[config.mk]
export PLATFORM = sky130hd
export DESIGN_NAME = key_event_encoder
export DESIGN_NICKNAME = d
export VERILOG_FILES = /design/src/rtl/keypad_pkg.sv /design/src/rtl/key_debouncer.sv /design/src/rtl/key_event_encoder.sv
export SDC_FILE = /design/constraint.sdc
export NUM_CORES = 1
export LEC_CHECK = 0
export BUFFER_PORTS_ARGS = -buffer_cell sky130_fd_sc_hd__clkbuf_2
export CORE_MARGIN = 2
export CORE_UTILIZATION = 28
export CTS_BUF_LIST = sky130_fd_sc_hd__clkbuf_16
export DETAILED_ROUTE_END_ITERATION = 10
export GPL_TIMING_DRIVEN = 0
export HOLD_SLACK_MARGIN = 0.08
export MAX_ROUTING_LAYER = met4
export PLACE_DENSITY_LB_ADDON = 0.05
export SYNTH_ARGS = -nofsm -noshare
export SYNTH_HDL_FRONTEND = slang
export SYNTH_SLANG_ARGS = --single-unit
[constraint.sdc]
create_clock -name clk -period 1.58 [get_ports clk]
set_input_delay 0.158 -clock clk [delete_from_list [all_inputs] [get_ports clk]]
set_output_delay 0.158 -clock clk [all_outputs]
set_load 0.1 [all_outputs]
[src/rtl/keypad_pkg.sv]
// -----------------------------------------------------------------------------
// keypad_pkg
// Shared constants for the keypad front end of the step sequencer.
//   - Default key counts and filter lengths used by key_event_encoder.
//   - Fixed indices of the latch keys within the latch bank.
//   - Helper to size the debounce counter.
// -----------------------------------------------------------------------------
package keypad_pkg;

   // Default geometry of the keypad
   localparam int N_STEP_DEF      = 8;
   localparam int N_LATCH_DEF     = 2;
   localparam int DB_CYCLES_DEF   = 4;
   localparam int SYNC_STAGES_DEF = 2;

   // Latch key indices (bit positions in keys[N_LATCH-1:0] / latch_state)
   localparam int KEY_PLAY   = 0;
   localparam int KEY_SEQ_ON = 1;

   // Width needed to hold counts 0..db_cycles (at least one bit)
   function automatic int db_cnt_width(input int db_cycles);
      int w;
      w = $clog2(db_cycles + 1);
      if (w < 1) begin
         w = 1;
      end
      return w;
   endfunction

endpackage : keypad_pkg

[src/rtl/key_debouncer.sv]
// -----------------------------------------------------------------------------
// key_debouncer
// One raw push-button in, one debounced level and a press strobe out.
//   clk       in   system clock
//   n_rst     in   asynchronous active-low reset
//   key_raw   in   raw asynchronous key level, 1 = pressed
//   en        in   debounce sample strobe; the filter only advances when 1
//   key_down  out  debounced key level
//   rise      out  high for the single cycle after key_down goes 0 -> 1
// -----------------------------------------------------------------------------
module key_debouncer
   import keypad_pkg::*;
#(
   parameter int SYNC_STAGES = SYNC_STAGES_DEF,
   parameter int DB_CYCLES   = DB_CYCLES_DEF
) (
   input  logic clk,
   input  logic n_rst,
   input  logic key_raw,
   input  logic en,
   output logic key_down,
   output logic rise
);

   localparam int                CNT_W    = db_cnt_width(DB_CYCLES);
   localparam logic [CNT_W-1:0]  CNT_LAST = CNT_W'(DB_CYCLES - 1);
   localparam logic [CNT_W-1:0]  CNT_ONE  = CNT_W'(1);

   logic [SYNC_STAGES-1:0] sync_q;
   logic [SYNC_STAGES-1:0] sync_d;
   logic [CNT_W-1:0]       cnt_q;
   logic [CNT_W-1:0]       cnt_d;
   logic                   key_down_q;
   logic                   key_down_d;
   logic                   prev_q;
   logic                   prev_d;
   logic                   s;

   always_comb begin
      sync_d     = {sync_q[SYNC_STAGES-2:0], key_raw};
      s          = sync_q[SYNC_STAGES-1];
      cnt_d      = cnt_q;
      key_down_d = key_down_q;
      prev_d     = key_down_q;

      // The counter measures how many consecutive enabled samples have
      // disagreed with the current debounced level. Any agreeing sample
      // restarts the count, so short glitches are discarded. The flip
      // happens on the sample that would take the count to DB_CYCLES,
      // which keeps the counter within 0..DB_CYCLES-1.
      if (en) begin
         if (s == key_down_q) begin
            cnt_d = '0;
         end else if (cnt_q == CNT_LAST) begin
            key_down_d = ~key_down_q;
            cnt_d      = '0;
         end else begin
            cnt_d = cnt_q + CNT_ONE;
         end
      end
   end

   always_ff @(posedge clk or negedge n_rst) begin
      if (!n_rst) begin
         sync_q     <= '0;
         cnt_q      <= '0;
         key_down_q <= 1'b0;
         prev_q     <= 1'b0;
      end else begin
         sync_q     <= sync_d;
         cnt_q      <= cnt_d;
         key_down_q <= key_down_d;
         prev_q     <= prev_d;
      end
   end

   assign key_down = key_down_q;
   assign rise     = key_down_q & ~prev_q;

endmodule : key_debouncer

[src/rtl/key_event_encoder.sv]
// -----------------------------------------------------------------------------
// key_event_encoder
// Keypad front end for the step sequencer: synchronises, debounces and
// edge-detects a bank of push buttons, turning step keys into one-cycle
// toggle pulses and latch keys into persistent toggled state bits.
//   clk          in   system clock
//   n_rst        in   asynchronous active-low reset
//   keys         in   raw key levels; [N_KEYS-1:N_LATCH] step keys,
//                     [N_LATCH-1:0] latch keys (KEY_PLAY, KEY_SEQ_ON, ...)
//   en           in   debounce sample strobe
//   clear_latch  in   synchronous clear of every latch_state bit
//   step_pulse   out  one-cycle press pulse, bit i <- keys[N_LATCH+i]
//   latch_state  out  toggled persistent state, bit j <- keys[j]
//   key_down     out  debounced key levels
//   any_pulse    out  OR of step_pulse
// -----------------------------------------------------------------------------
module key_event_encoder
   import keypad_pkg::*;
#(
   parameter int N_STEP      = N_STEP_DEF,
   parameter int N_LATCH     = N_LATCH_DEF,
   parameter int SYNC_STAGES = SYNC_STAGES_DEF,
   parameter int DB_CYCLES   = DB_CYCLES_DEF
) (
   input  logic                        clk,
   input  logic                        n_rst,
   input  logic [N_STEP+N_LATCH-1:0]   keys,
   input  logic                        en,
   input  logic                        clear_latch,
   output logic [N_STEP-1:0]           step_pulse,
   output logic [N_LATCH-1:0]          latch_state,
   output logic [N_STEP+N_LATCH-1:0]   key_down,
   output logic                        any_pulse
);

   localparam int N_KEYS = N_STEP + N_LATCH;

   // Parameter sanity checks, evaluated at elaboration
   if (N_STEP < 1) begin : g_bad_n_step
      $error("key_event_encoder: N_STEP must be >= 1");
   end
   if (N_LATCH < 1) begin : g_bad_n_latch
      $error("key_event_encoder: N_LATCH must be >= 1");
   end
   if (SYNC_STAGES < 2) begin : g_bad_sync
      $error("key_event_encoder: SYNC_STAGES must be >= 2");
   end
   if (DB_CYCLES < 1) begin : g_bad_db
      $error("key_event_encoder: DB_CYCLES must be >= 1");
   end

   logic [N_KEYS-1:0]  rise;
   logic [N_KEYS-1:0]  key_down_w;
   logic [N_LATCH-1:0] latch_state_q;
   logic [N_LATCH-1:0] latch_state_d;

   // One independent filter per key; keys never interact
   for (genvar k = 0; k < N_KEYS; k++) begin : g_key
      key_debouncer #(
         .SYNC_STAGES (SYNC_STAGES),
         .DB_CYCLES   (DB_CYCLES)
      ) u_db (
         .clk      (clk),
         .n_rst    (n_rst),
         .key_raw  (keys[k]),
         .en       (en),
         .key_down (key_down_w[k]),
         .rise     (rise[k])
      );
   end

   // Latch keys invert their state on the edge where their rise strobe is
   // high. A clear on the same edge wins over the toggle.
   always_comb begin
      latch_state_d = latch_state_q ^ rise[N_LATCH-1:0];
      if (clear_latch) begin
         latch_state_d = '0;
      end
   end

   always_ff @(posedge clk or negedge n_rst) begin
      if (!n_rst) begin
         latch_state_q <= '0;
      end else begin
         latch_state_q <= latch_state_d;
      end
   end

   assign step_pulse  = rise[N_KEYS-1:N_LATCH];
   assign any_pulse   = |rise[N_KEYS-1:N_LATCH];
   assign latch_state = latch_state_q;
   assign key_down    = key_down_w;

endmodule : key_event_encoder

[Yosys cells after proc, flatten, opt, wreduce, memory -nomap -nowiden]
Cells that the tools add are included.
Operators by class
  multiplexer cells: 21
  shift-type cells: 0
  multiply operators: 0
  equal/unequal tests: 20
  bitwise gates (word level): 41
  $add $sub $neg: 10
  order comparisons: 0
  reduce and logical (&&, ||, !) cells: 11
  div/mod/pow operators: 0
Operators with widths (count)
  two-way mux 3 bit: 20
  adder 3 x 1 -> 3 bit (second input constant): 10
  == test 3 x 2 -> 1 bit (second input constant): 10
  inverter 1 bit: 30
  AND reduction 3 bit: 10
  bitwise AND 1 bit: 10
  == test 1 bit: 10
  OR reduction 8 bit: 1
  two-way mux 2 bit: 1
  XOR 2 bit: 1
Word-level totals
  input bits: 14
  register bits: 72
  word-level logic and storage cells: 144
  memory bits (writable): 0
  ROM bits: 0
  memories kept: 0
  latch bits: 0

[Depth between registers and ports, before layout]
  word-level depth: 4
  gate-level depth with buffers: 4
  mapped depth without buffers: 4

[Cells and area by module]
A second synthesis with hierarchy kept.
Unflattened totals
  cell total of the unflattened synthesis: 237
  area, all modules: 2966.6 µm²
By module, submodules not included
  key_debouncer: area each 281.5 µm², times used 10, cells an instance 22, sequential area each 175.2 µm²
  key_event_encoder: area each 151.4 µm², times used 1, cells an instance 17, sequential area each 50.0 µm²

[Worst setup path before layout]
OpenSTA, ideal clock, no wires.
  kind: register to output
  start point: register g_key[8].u_db.key_down_q
  end point: output port any_pulse
  buffers on the path: 0
  cell stages (with the launch flop): 4
  data required time: 1422 ps
  data arrival time: 1376 ps
  setup slack: 46 ps
  cells stage by stage: dfrtp_1 -> nor2b_1 -> nor4_1 -> nand2_1
On the way
  longest elaborated chain between the ends: 2
Ends and longest elaborated chain
  from (decl): line key_debouncer.sv:33  | logic key_down_q;
  from (signal assigned): line key_debouncer.sv:72  | key_down_q <= key_down_d;
  bitwise AND 1 bit: line key_debouncer.sv:78  | assign rise = key_down_q & ~prev_q;
  named net g_key[8].u_db.rise: line key_debouncer.sv:22  | output logic rise
  OR reduction 8 bit: line key_event_encoder.sv:90  | assign any_pulse = |rise[N_KEYS-1:N_LATCH];
  to (decl): line key_event_encoder.sv:33  | output logic any_pulse
The timed path passes the listed nets, and every way through them passes these cells.

[Worst setup path after layout]
  start point: register g_key[3].u_db.key_down_q
  end point: output port any_pulse
On the way
  longest elaborated chain between the ends: 2
Ends and longest elaborated chain (line)
  from (decl): key_debouncer.sv:33
  from (signal assigned): key_debouncer.sv:72
  bitwise AND 1 bit: key_debouncer.sv:78
  named net g_key[3].u_db.rise: key_debouncer.sv:22
  OR reduction 8 bit: key_event_encoder.sv:90
The timed path passes the listed nets, and every way through them passes these cells.

==> results_dict.tcl <==
set metrics [dict create \
    status "finished with violations" \
    violations "setup timing" \
    avgSynthCellArea_sq_um 12.0 \
    hold_start "en" \
    mostFrequentLayoutCells "71 x dfrtp_1, 27 x buf_4, 24 x clkbuf_2" \
    fin_ws_ps -152 \
    regArea_sq_um 1800 \
    r2r-end "g_key[5].u_db.cnt_q[0]" \
    finalWirelength_um 5500 \
    grt_pass1_vias 1937 \
    critPathSlowestCell "dfrtp_1" \
    io_buffers 34 \
    worstPathCellList "nor2b_4 -> nor4_4 -> nand2_1 -> clkbuf_16" \
    critPathMaxFanout 2 \
    grt_pass1_wl_um 9520 \
    routed-via-count 1844 \
    synthCells 251 \
    syn_area_sq_um 3020 \
    grt_usage_pct 11.2 \
    r2r_slack_ps 370 \
    drt_iter0_markers 35 \
    dp_cells 422 \
    cp_top_family "simple AND/OR/NAND/NOR gates" \
    clk_latency_ps 320 \
    dr.pass1.iters 4 \
    timing.hold.ws_ps 275 \
    cp-start-kind "flip-flop" \
    worstHoldEndpoint "g_key[0].u_db.cnt_q[0]" \
    yosysSeqAreaShare_pct 59.7 \
    timing.fmax_ghz 0.577 \
    worstSetupPathType "reg -> out" \
    syn2layout_area_growth_pct 31.2 \
    hold_viol 0 \
    min_path_cells 3 \
    r2r_cells 5 \
    nFillCells 1027 \
    clkTransAtPathRegs_ps 60 \
    tightest_slew_ps 544 \
    multi_input_area_sq_um 1000 \
    finClkSkew_ps 6.32 \
    cts_htree_levels 3 \
    cts_tree "done" \
    antennaDiodeCount 0 \
    grt_max_degree 48 \
    clockBufferDepth 2 \
    synth.ff_latch_count 72 \
    syn-num-nets 275 \
    critPathCaptureType "output pin" \
    gr-total-overflow 0 \
    remaining_drc_errors 0 \
    rows 37 \
    r2r-start "g_key[5].u_db.key_down" \
    cts_inserted_buffers 9 \
    ys_warn_count 0 \
    place.detailed.hpwl_um 3640 \
    drv_slew 0 \
    core-area_sq_um 10400 \
    final_antenna_net_count 0 \
    setup-tns-final_ps -152 \
    drt-wirelength-per-cell_um 12.1 \
    cp_num_buf_inv 1 \
    fin_nets 337 \
    fin_cells 454 \
    worstPathRequired_ps 1420 \
    cts_sinks 72 \
    max_slew_margin_pct 63.9 \
    vias_per_cell 4.06 \
    synth_cell_types 26 \
    drive_gt1_share_pct 29.2 \
    final_common_cell "dfrtp_1" \
    cp_data_arrival_time_ps 1570 \
    setup_viol_count_final 1 \
    slowest_delay_ps 380 \
    grt_antenna_before_repair 0 \
    die_area_sq_um 11600 \
    crit_cells 4 \
    start_util_pct 29.0 \
    pin_count 35 \
    maxCapViolCount 0 \
    grt_setup_unrepaired "true" \
    root_buffer "clkbuf_16" \
    min_period_ps 1730 \
    final.period_utilization_pct 110 \
    gp_congestion 0.667 \
    dieHeight_um 108 \
    hold_path_class "in -> reg" \
    die_w_um 108 \
]
==> registers in the layout, indices dropped and copies added (netlist names) <==
name and flops:
g_key.u_db.cnt_q 30, latch_state 2, g_key.u_db.key_down 10, g_key.u_db.sync_q 20, g_key.u_db.prev_q 10
==> worst max-delay path by stage <==
stage | start | end | slack (ps)
2_1_floorplan | g_key[8].u_db.key_down | any_pulse | 50
3_3_place_gp | n_rst | g_key[2].u_db.sync_q[0] | -430
3_5_place_dp | g_key[4].u_db.key_down | any_pulse | -300
4_1_cts | g_key[3].u_db.key_down | any_pulse | -170
5_1_grt | g_key[3].u_db.key_down | any_pulse | -220
6_report | g_key[3].u_db.key_down | any_pulse | -150
==> synth_stat cells (all sizes together) <==
cell type / instances / area, sq um
a21boi: 2 / 15.0
a21o: 6 / 45.0
and2: 2 / 12.5
buf: 23 / 178
clkbuf: 1 / 5.00
dfrtp: 72 / 1800
ha: 10 / 125
inv: 20 / 75.1
mux2: 10 / 135
nand2: 13 / 48.8
nand2b: 17 / 106
nand3: 8 / 40.0
nand3b: 4 / 33.8
nor2: 8 / 30.0
nor2b: 10 / 62.6
nor4: 2 / 12.5
o21a: 6 / 45.0
o21ai: 12 / 60.1
o22ai: 12 / 75.1
or2b: 1 / 7.51
xnor2: 10 / 87.6
xor2: 2 / 17.5
==> per-stage QoR <==
step / utilization, % / area (sq um) / worst slack, ps
after floorplan: - / 3020 / 46.5
after global placement: 32.3 / 3360 / -426
after detailed placement: 32.5 / 3390 / -305
after CTS: 38.0 / 3960 / -170
after global routing: 38.0 / 3960 / -216
final: 38.0 / 3960 / -152
==> repair_timing <==
action	4_1_cts	5_1_grt
resized for setup	24	4
hold buffers	12	0
gates cloned	0	0
pin swaps	2	0
endpoints found under the hold margin	37	0
buffers inserted	4	0
setup endpoints to repair	9	6
==> cell families after synthesis <==
group | after synthesis | synth area share [%]
AOI/OAI and AO/OA | 38 | 7.96
adders and majority gates | 10 | 4.14
xor gates and xnor gates | 12 | 3.48
DFF | 72 | 59.7
muxes | 10 | 4.48
buffers and inverters | 44 | 8.54
and+or+nand+nor | 65 | 11.7
==> per-layer routing <==
layer  vias to the layer above  GRT usage [%]  routed length [um]  share of wire, %
met2                        41           16.7                2510                46
met4                         0           5.22                  73               1.3
li1                        934              -                   -                 -
met1                       862           14.0                2700                49
met5                         -              -                   0                 0
met3                         7           3.27                 225               4.1
==> area by class of cell <==
cell class / count / area share (%)
plain buffers: 24 / 4.61
well taps: 136 / 4.30
multi-input cells: 135 / 25.2
inverters: 20 / 1.90
repair buffers: 51 / 10.5
flip-flops and latches: 72 / 45.5
clock inverters: 7 / 2.21
clock buffers: 9 / 5.69
==> worst reg2reg max path, delay by kind of cell, from the launching register on <==
| kind | cells | cell delay [ps] |
|---|---|---|
| buffers and inverters | 2 | 270 |
| AOI/OAI and AO/OA | 2 | 220 |
| xor gates and xnor gates | 1 | 220 |
| DFF | 1 | 380 |
Power is not shown: default switching activity piles up to over one toggle a cycle in this logic, so the estimate is an artifact.
